[config.mk]
export PLATFORM = sky130hd
export DESIGN_NAME = prm_edge_sweep_seq
export DESIGN_NICKNAME = d
export VERILOG_FILES = /design/src/rtl/prm_pkg.sv /design/src/rtl/prm_interp_joint.sv /design/src/rtl/prm_edge_sweep_seq.sv
export SDC_FILE = /design/constraint.sdc
export NUM_CORES = 1
export LEC_CHECK = 0
export CAP_MARGIN = 40
export CORE_ASPECT_RATIO = 1.75
export CORE_MARGIN = 4
export CORE_UTILIZATION = 58
export CTS_BUF_LIST = sky130_fd_sc_hd__clkbuf_8
export CTS_CLUSTER_DIAMETER = 60
export CTS_CLUSTER_SIZE = 25
export DETAILED_ROUTE_END_ITERATION = 10
export DONT_BUFFER_PORTS = 1
export HOLD_SLACK_MARGIN = 0.03
export PLACE_DENSITY = 0.74
export SKIP_LAST_GASP = 1
export SYNTH_ARGS = -nofsm -noshare
export SYNTH_HDL_FRONTEND = slang
export SYNTH_HIERARCHICAL = 1
export SYNTH_SLANG_ARGS = --single-unit
[constraint.sdc]
create_clock -name clk -period 6.2 [get_ports clk]
set_input_delay 0.93 -clock clk [delete_from_list [all_inputs] [get_ports clk]]
set_output_delay 0.93 -clock clk [all_outputs]
set_load 0.01 [all_outputs]
[src/rtl/prm_pkg.sv]
`default_nettype none
// +----------------------------------------------------------------------------+
// | Package : prm_pkg                                                          |
// | Shared types for the PRM edge-sweep initiator: joint/config packing and    |
// | the sweep FSM state encoding.                                              |
// | Revision: 1.0 - initial release                                            |
// +----------------------------------------------------------------------------+
package prm_pkg;

    localparam int JOINT_W = 5;
    localparam int NJOINT  = 3;
    localparam int CODE_W  = 15;

    typedef logic [JOINT_W-1:0] joint_t;
    // Packed so that element 0 is J0 = bits [4:0] of the 15-bit code.
    typedef joint_t [NJOINT-1:0] cfg_t;

    typedef enum logic [2:0] {
        ST_IDLE  = 3'd0,
        ST_ISSUE = 3'd1,
        ST_WAIT  = 3'd2,
        ST_EVAL  = 3'd3,
        ST_RESP  = 3'd4
    } state_t;

endpackage
`default_nettype wire

[src/rtl/prm_interp_joint.sv]
`default_nettype none
// +----------------------------------------------------------------------------+
// | Module  : prm_interp_joint                                                 |
// | Combinational single-joint linear interpolation:                           |
// |   s = qa + floor(((qb - qa) * step) / 2**LOG2_STEPS)                       |
// | Ports   : qa     in  joint start value (unsigned)                          |
// |           qb     in  joint end value (unsigned)                            |
// |           step   in  sample index 0..2**LOG2_STEPS                         |
// |           sample out interpolated joint value                              |
// | Revision: 1.0 - initial release                                            |
// +----------------------------------------------------------------------------+
module prm_interp_joint
    import prm_pkg::*;
#(
    parameter int LOG2_STEPS = 3
) (
    input  joint_t              qa,
    input  joint_t              qb,
    input  logic [LOG2_STEPS:0] step,
    output joint_t              sample
);

    // Wide enough for the signed difference times the largest step index.
    localparam int PW = JOINT_W + LOG2_STEPS + 4;

    logic signed [PW-1:0] w_qa_ext;
    logic signed [PW-1:0] w_qb_ext;
    logic signed [PW-1:0] w_step_ext;
    logic signed [PW-1:0] w_diff;
    logic signed [PW-1:0] w_prod;
    logic signed [PW-1:0] w_shift;
    logic signed [PW-1:0] w_sum;
    logic                 w_sum_unused;

    assign w_qa_ext   = $signed({{(PW-JOINT_W){1'b0}}, qa});
    assign w_qb_ext   = $signed({{(PW-JOINT_W){1'b0}}, qb});
    assign w_step_ext = $signed({{(PW-LOG2_STEPS-1){1'b0}}, step});
    assign w_diff     = w_qb_ext - w_qa_ext;
    assign w_prod     = w_diff * w_step_ext;
    // Arithmetic shift floors toward -inf, so descending edges round down.
    assign w_shift    = w_prod >>> LOG2_STEPS;
    assign w_sum      = w_qa_ext + w_shift;

    // The sum always lies between qa and qb, so the upper bits are zero.
    assign sample       = w_sum[JOINT_W-1:0];
    assign w_sum_unused = |w_sum[PW-1:JOINT_W];

endmodule
`default_nettype wire

[src/rtl/prm_edge_sweep_seq.sv]
`default_nettype none
// +----------------------------------------------------------------------------+
// | Module  : prm_edge_sweep_seq                                               |
// | Walks 2**LOG2_STEPS+1 interpolated samples of a roadmap edge, drives each  |
// | to the checker bank and reports edge-free or first blocking sample/checker.|
// | Ports   : clk, rst_n (async, active-low)                                   |
// |           req_valid/req_ready/req_qa/req_qb   edge request handshake       |
// |           chk_code out / chk_mask in          checker bank interface       |
// |           rsp_valid/rsp_ready/rsp_free/rsp_step/rsp_chk  result handshake  |
// | Revision: 1.0 - initial release                                            |
// +----------------------------------------------------------------------------+
module prm_edge_sweep_seq
    import prm_pkg::*;
#(
    parameter int NCHK       = 16,
    parameter int LOG2_STEPS = 3,
    parameter int CHK_LAT    = 1
) (
    input  logic                                  clk,
    input  logic                                  rst_n,
    input  logic                                  req_valid,
    output logic                                  req_ready,
    input  logic [CODE_W-1:0]                     req_qa,
    input  logic [CODE_W-1:0]                     req_qb,
    output logic [CODE_W-1:0]                     chk_code,
    input  logic [NCHK-1:0]                       chk_mask,
    output logic                                  rsp_valid,
    input  logic                                  rsp_ready,
    output logic                                  rsp_free,
    output logic [LOG2_STEPS:0]                   rsp_step,
    output logic [((NCHK > 1) ? $clog2(NCHK) : 1)-1:0] rsp_chk
);

    localparam int STEP_W = LOG2_STEPS + 1;
    localparam int CHK_W  = (NCHK > 1) ? $clog2(NCHK) : 1;
    localparam int WAIT_W = (CHK_LAT > 2) ? $clog2(CHK_LAT) : 1;

    localparam logic [STEP_W-1:0] c_LAST_STEP = STEP_W'(1 << LOG2_STEPS);
    // WAIT lasts CHK_LAT-1 cycles; the counter runs 0..CHK_LAT-2.
    localparam logic [WAIT_W-1:0] c_WAIT_LAST = WAIT_W'((CHK_LAT > 1) ? (CHK_LAT - 2) : 0);

    state_t              r_state;
    state_t              w_next_state;
    cfg_t                r_qa;
    cfg_t                r_qb;
    logic [STEP_W-1:0]   r_step;
    logic [WAIT_W-1:0]   r_wait;
    logic [CODE_W-1:0]   r_code;
    logic                r_free;
    logic [STEP_W-1:0]   r_rsp_step;
    logic [CHK_W-1:0]    r_rsp_chk;
    cfg_t                w_sample;
    logic                w_hit;
    logic [CHK_W-1:0]    w_hit_idx;

    // ------------------------------------------------------------------
    // Per-joint interpolators
    // ------------------------------------------------------------------
    generate
        for (genvar k = 0; k < NJOINT; k++) begin : g_joint
            prm_interp_joint #(
                .LOG2_STEPS (LOG2_STEPS)
            ) u_interp (
                .qa     (r_qa[k]),
                .qb     (r_qb[k]),
                .step   (r_step),
                .sample (w_sample[k])
            );
        end
    endgenerate

    // ------------------------------------------------------------------
    // Lowest-index priority encoder over the checker mask
    // ------------------------------------------------------------------
    assign w_hit = |chk_mask;

    always_comb begin
        w_hit_idx = '0;
        for (int i = NCHK - 1; i >= 0; i--) begin
            if (chk_mask[i]) begin
                w_hit_idx = CHK_W'(i);
            end
        end
    end

    // ------------------------------------------------------------------
    // Next-state logic
    // ------------------------------------------------------------------
    always_comb begin
        w_next_state = r_state;
        case (r_state)
            ST_IDLE: begin
                if (req_valid) begin
                    w_next_state = ST_ISSUE;
                end
            end
            ST_ISSUE: begin
                w_next_state = (CHK_LAT > 1) ? ST_WAIT : ST_EVAL;
            end
            ST_WAIT: begin
                if (r_wait == c_WAIT_LAST) begin
                    w_next_state = ST_EVAL;
                end
            end
            ST_EVAL: begin
                if (w_hit || (r_step == c_LAST_STEP)) begin
                    w_next_state = ST_RESP;
                end else begin
                    w_next_state = ST_ISSUE;
                end
            end
            ST_RESP: begin
                if (rsp_ready) begin
                    w_next_state = ST_IDLE;
                end
            end
            default: begin
                w_next_state = ST_IDLE;
            end
        endcase
    end

    // ------------------------------------------------------------------
    // State and datapath registers
    // ------------------------------------------------------------------
    always_ff @(posedge clk or negedge rst_n) begin
        if (!rst_n) begin
            r_state    <= ST_IDLE;
            r_qa       <= '0;
            r_qb       <= '0;
            r_step     <= '0;
            r_wait     <= '0;
            r_code     <= '0;
            r_free     <= 1'b0;
            r_rsp_step <= '0;
            r_rsp_chk  <= '0;
        end else begin
            r_state <= w_next_state;
            case (r_state)
                ST_IDLE: begin
                    if (req_valid) begin
                        r_qa   <= req_qa;
                        r_qb   <= req_qb;
                        r_step <= '0;
                    end
                end
                ST_ISSUE: begin
                    r_code <= w_sample;
                    r_wait <= '0;
                end
                ST_WAIT: begin
                    r_wait <= r_wait + WAIT_W'(1);
                end
                ST_EVAL: begin
                    if (w_hit) begin
                        r_free     <= 1'b0;
                        r_rsp_step <= r_step;
                        r_rsp_chk  <= w_hit_idx;
                    end else if (r_step == c_LAST_STEP) begin
                        r_free     <= 1'b1;
                        r_rsp_step <= '0;
                        r_rsp_chk  <= '0;
                    end else begin
                        r_step <= r_step + STEP_W'(1);
                    end
                end
                default: begin
                end
            endcase
        end
    end

    assign req_ready = (r_state == ST_IDLE);
    assign rsp_valid = (r_state == ST_RESP);
    assign chk_code  = r_code;
    assign rsp_free  = r_free;
    assign rsp_step  = r_rsp_step;
    assign rsp_chk   = r_rsp_chk;

endmodule
`default_nettype wire

==> flow_metrics.env <==
export IMPL_outcome="finished, final reports clean"
export IMPL_syn_num_nets=748
export IMPL_wirelength_um=11700
export IMPL_place_ws_ns=0.728
export IMPL_vias_per_cell=5.52
export IMPL_clk_pin_slew_ns=0.07
export IMPL_grt_overflow_total=0
export IMPL_synthCells=603
export IMPL_setup_viol=0
export IMPL_drt_first_iter_violations=79
export IMPL_clockRootBuffer="clkbuf_8"
export IMPL_grt_use_total=0.231
export IMPL_grt_first_pass_wirelength_um=20000
export IMPL_start_kind="register"
export IMPL_clk_latency_ns=0.35
export IMPL_p_int_w=0.00130
export IMPL_slew_headroom=0.413
export IMPL_start_util=0.591
export IMPL_dieArea_sq_um=11300
export IMPL_num_vias=4021
export IMPL_r2r_start="r_qa[6]"
export IMPL_dp_hpwl_um=9180
export IMPL_io_buffers=0
export IMPL_clockPowerShare=0.210
export IMPL_areaGrowthSynthToFinish_pct=6.68
export IMPL_nets=748
export IMPL_cts_buffers=9
export IMPL_cts_max_path_buffers=2
export IMPL_setup_tns_ns=0
export IMPL_cts_tree="done"
export IMPL_holdWs_ns=0.268
export IMPL_crit_start="r_qa[6]"
export IMPL_final_area_sq_um=5930
export IMPL_required_ns=6.44
export IMPL_synth_seq_area_share=0.279
export IMPL_fill_cells=795
export IMPL_firstDrtPassIters=4
export IMPL_fmax_mhz=184
export IMPL_drive_gt1_frac=0.0988
export IMPL_placementRows=47
export IMPL_grt_max_degree=63
export IMPL_p_seq_frac=0.340
export IMPL_worst_slew_pin_slew_ns=0.880
export IMPL_p_total_w=0.00219
export IMPL_combPwrFrac=0.450
export IMPL_htree_num_levels=3
export IMPL_grt_pass1_vias=4342
export IMPL_postCtsSetupRepairBufs=0
export IMPL_p_per_area_nw_per_um2=370
export IMPL_crit_buf_inv=3
export IMPL_multi_input_area_sq_um=3660
export IMPL_cts_resized=0
export IMPL_placed_cell_area_sq_um=5680
export IMPL_yosysUniqueCellTypes=55
export IMPL_remaining_drc_errors=0
export IMPL_yosys_warnings=6
export IMPL_final_common_cell="nand2_1"
export IMPL_hold_buffers=0
export IMPL_antenna_found_initial=0
export IMPL_p_leak_nw=3.22
export IMPL_switching_share=0.407
export IMPL_cap_violations=0
export IMPL_syn_area_per_cell_sq_um=9.23
export IMPL_ys_ff_latch=62
export IMPL_core_area_sq_um=9410
export IMPL_fin_crit_ns=5.44
export IMPL_slowest_stage="fa_1"
export IMPL_n_antenna_cell=0
export IMPL_synth_flop_cell="dfrtp_1"
export IMPL_arrival_ns=5.68
export IMPL_min_path_type="in2async"
export IMPL_slew_viol_final=0
export IMPL_fp_dieH_um=138
export IMPL_layout_area_seq_sq_um=1550
export IMPL_die_width_um=82.0
export IMPL_post_route_period_util=0.877
export IMPL_path_cells="inv_1, ha_1, nor2b_1, o21ai_0, a21boi_0, nor2_1, and2_1, ha_1, fa_1, inv_1, fa_1, inv_1, ha_1, xor2_1, ha_1, a21o_1, a21oi_1, xnor2_1, xnor3_1, xnor2_1, mux2_2"
export IMPL_async_flop_share=1.00
export IMPL_finalWorstSetupSlack_ns=0.761
export IMPL_path_max_fanout=4
export IMPL_drtAntennaViolNets=0
export IMPL_cts_sinks=62
export IMPL_place_congestion=0.860
export IMPL_hold_violations=0
export IMPL_wl_per_cell_um=16.1
export IMPL_layout_common_cells="nand2_1 (116), inv_1 (77), ha_1 (65), dfrtp_1 (62), xnor2_1 (32)"
export IMPL_cp_slowest_stage_delay_ns=0.56
export IMPL_critPathCaptureType="register"
export IMPL_cpMostUsedCell="ha_1"
export IMPL_p_sw_w=0.000894
export IMPL_ir_worst_vdd_v=0.000234
export IMPL_ios=76
export IMPL_crit_family="adder cells"
export IMPL_synth_area_sq_um=5560
export IMPL_rsz0062_at_grt="no"
export IMPL_path_class="reg2reg"
export IMPL_synth_edf_count=0
export IMPL_skew_ns=0.00633
[routing by layer]
metal  track usage  vias to the layer above  part of all wire
li1              -                     1946                 -
met1         0.252                     1964              0.38
met2         0.416                       94              0.54
met3        0.0622                       17             0.061
met4        0.0860                        0             0.024
met5             0                        -                 0
[flip-flops by register name (all words and copies together), names as in the netlist]
register and count:
r_wait 1, r_state 3, rsp_free 1, rsp_step 4, chk_code 15, r_step 4
rsp_chk 4, r_qa 15, r_qb 15
[final timing paths]
path | endpoint | slack [ns] | cells past startpoint
setup reg to reg | chk_code[9] | 0.76 | 21
hold reg to reg | r_qb[0] | 0.48 | 2
setup / recovery | chk_code[9] | 0.76 | 21
max in group asynchronous | r_qb[2] | 5.83 | 0
min in group clk | r_qb[0] | 0.48 | 2
hold / removal | chk_code[11] | 0.27 | 0
[worst register-to-register path, delay by kind of cell (launching register included)]
family                     cells  cell delay [ns]
muxes                          1             0.26
buffers and inverters          3             0.21
DFF                            1             0.43
adders and majority gates      6             2.25
xor gates and xnor gates       4             0.81
AOI/OAI and AO/OA              4             0.80
and+or+nand+nor                3             0.56
[cell families after synthesis]
family,Yosys count,share of synthesized area
DFF,62,0.279
xor gates and xnor gates,46,0.0798
muxes,17,0.0342
buffers and inverters,90,0.0625
AOI/OAI and AO/OA,73,0.0873
and+or+nand+nor,220,0.203
adders and majority gates,95,0.254
[through the flow]
stage | cells | utilization
final | 729 | 0.631
after global routing | 729 | 0.631
after CTS | 729 | 0.631
after detailed placement | 714 | 0.604
after global placement | 713 | 0.602
after floorplan | 603 | -
[synthesized netlist by cell type (all sizes together) (2+ instances only)]
cell | number | share of area
nand2 | 117 | 0.079
inv | 77 | 0.052
ha | 65 | 0.15
dfrtp | 62 | 0.28
and2 | 40 | 0.048
xnor2 | 32 | 0.050
fa | 30 | 0.11
a21oi | 22 | 0.020
nor2 | 21 | 0.014
o21ai | 17 | 0.017
mux2 | 16 | 0.032
a21o | 15 | 0.020
nor2b | 13 | 0.015
xor2 | 11 | 0.017
buf | 7 | 0.0063
clkbuf | 6 | 0.0043
nand3 | 5 | 0.0045
nor3 | 5 | 0.0054
nor4 | 5 | 0.011
a22o | 4 | 0.0063
a21boi | 3 | 0.0040
a32o | 3 | 0.0054
and2b | 3 | 0.0047
xnor3 | 3 | 0.012
nand4b | 2 | 0.0085
nor3b | 2 | 0.0036
or4 | 2 | 0.0034
[power groups by stage]
stage | registers (W) | clock network (W) | logic (W)
after floorplan | 0.000688 | 0 | 0.000803
after global placement | 0.000750 | 0 | 0.000944
after detailed placement | 0.000756 | 0 | 0.000987
after CTS | 0.000752 | 0.000473 | 0.000997
after global routing | 0.000772 | 0.000486 | 0.00113
final | 0.000746 | 0.000460 | 0.000988
[cell type report]
cell class                 instances  share of cell area
multi-input combinational        451               0.617
sequential                        62               0.261
inverter                          77              0.0487
clock buffer                      12              0.0278
tap                              122              0.0257
clock inverter                     3              0.0152
timing repair buffer               2             0.00380
(Power assumes the default switching activity.)
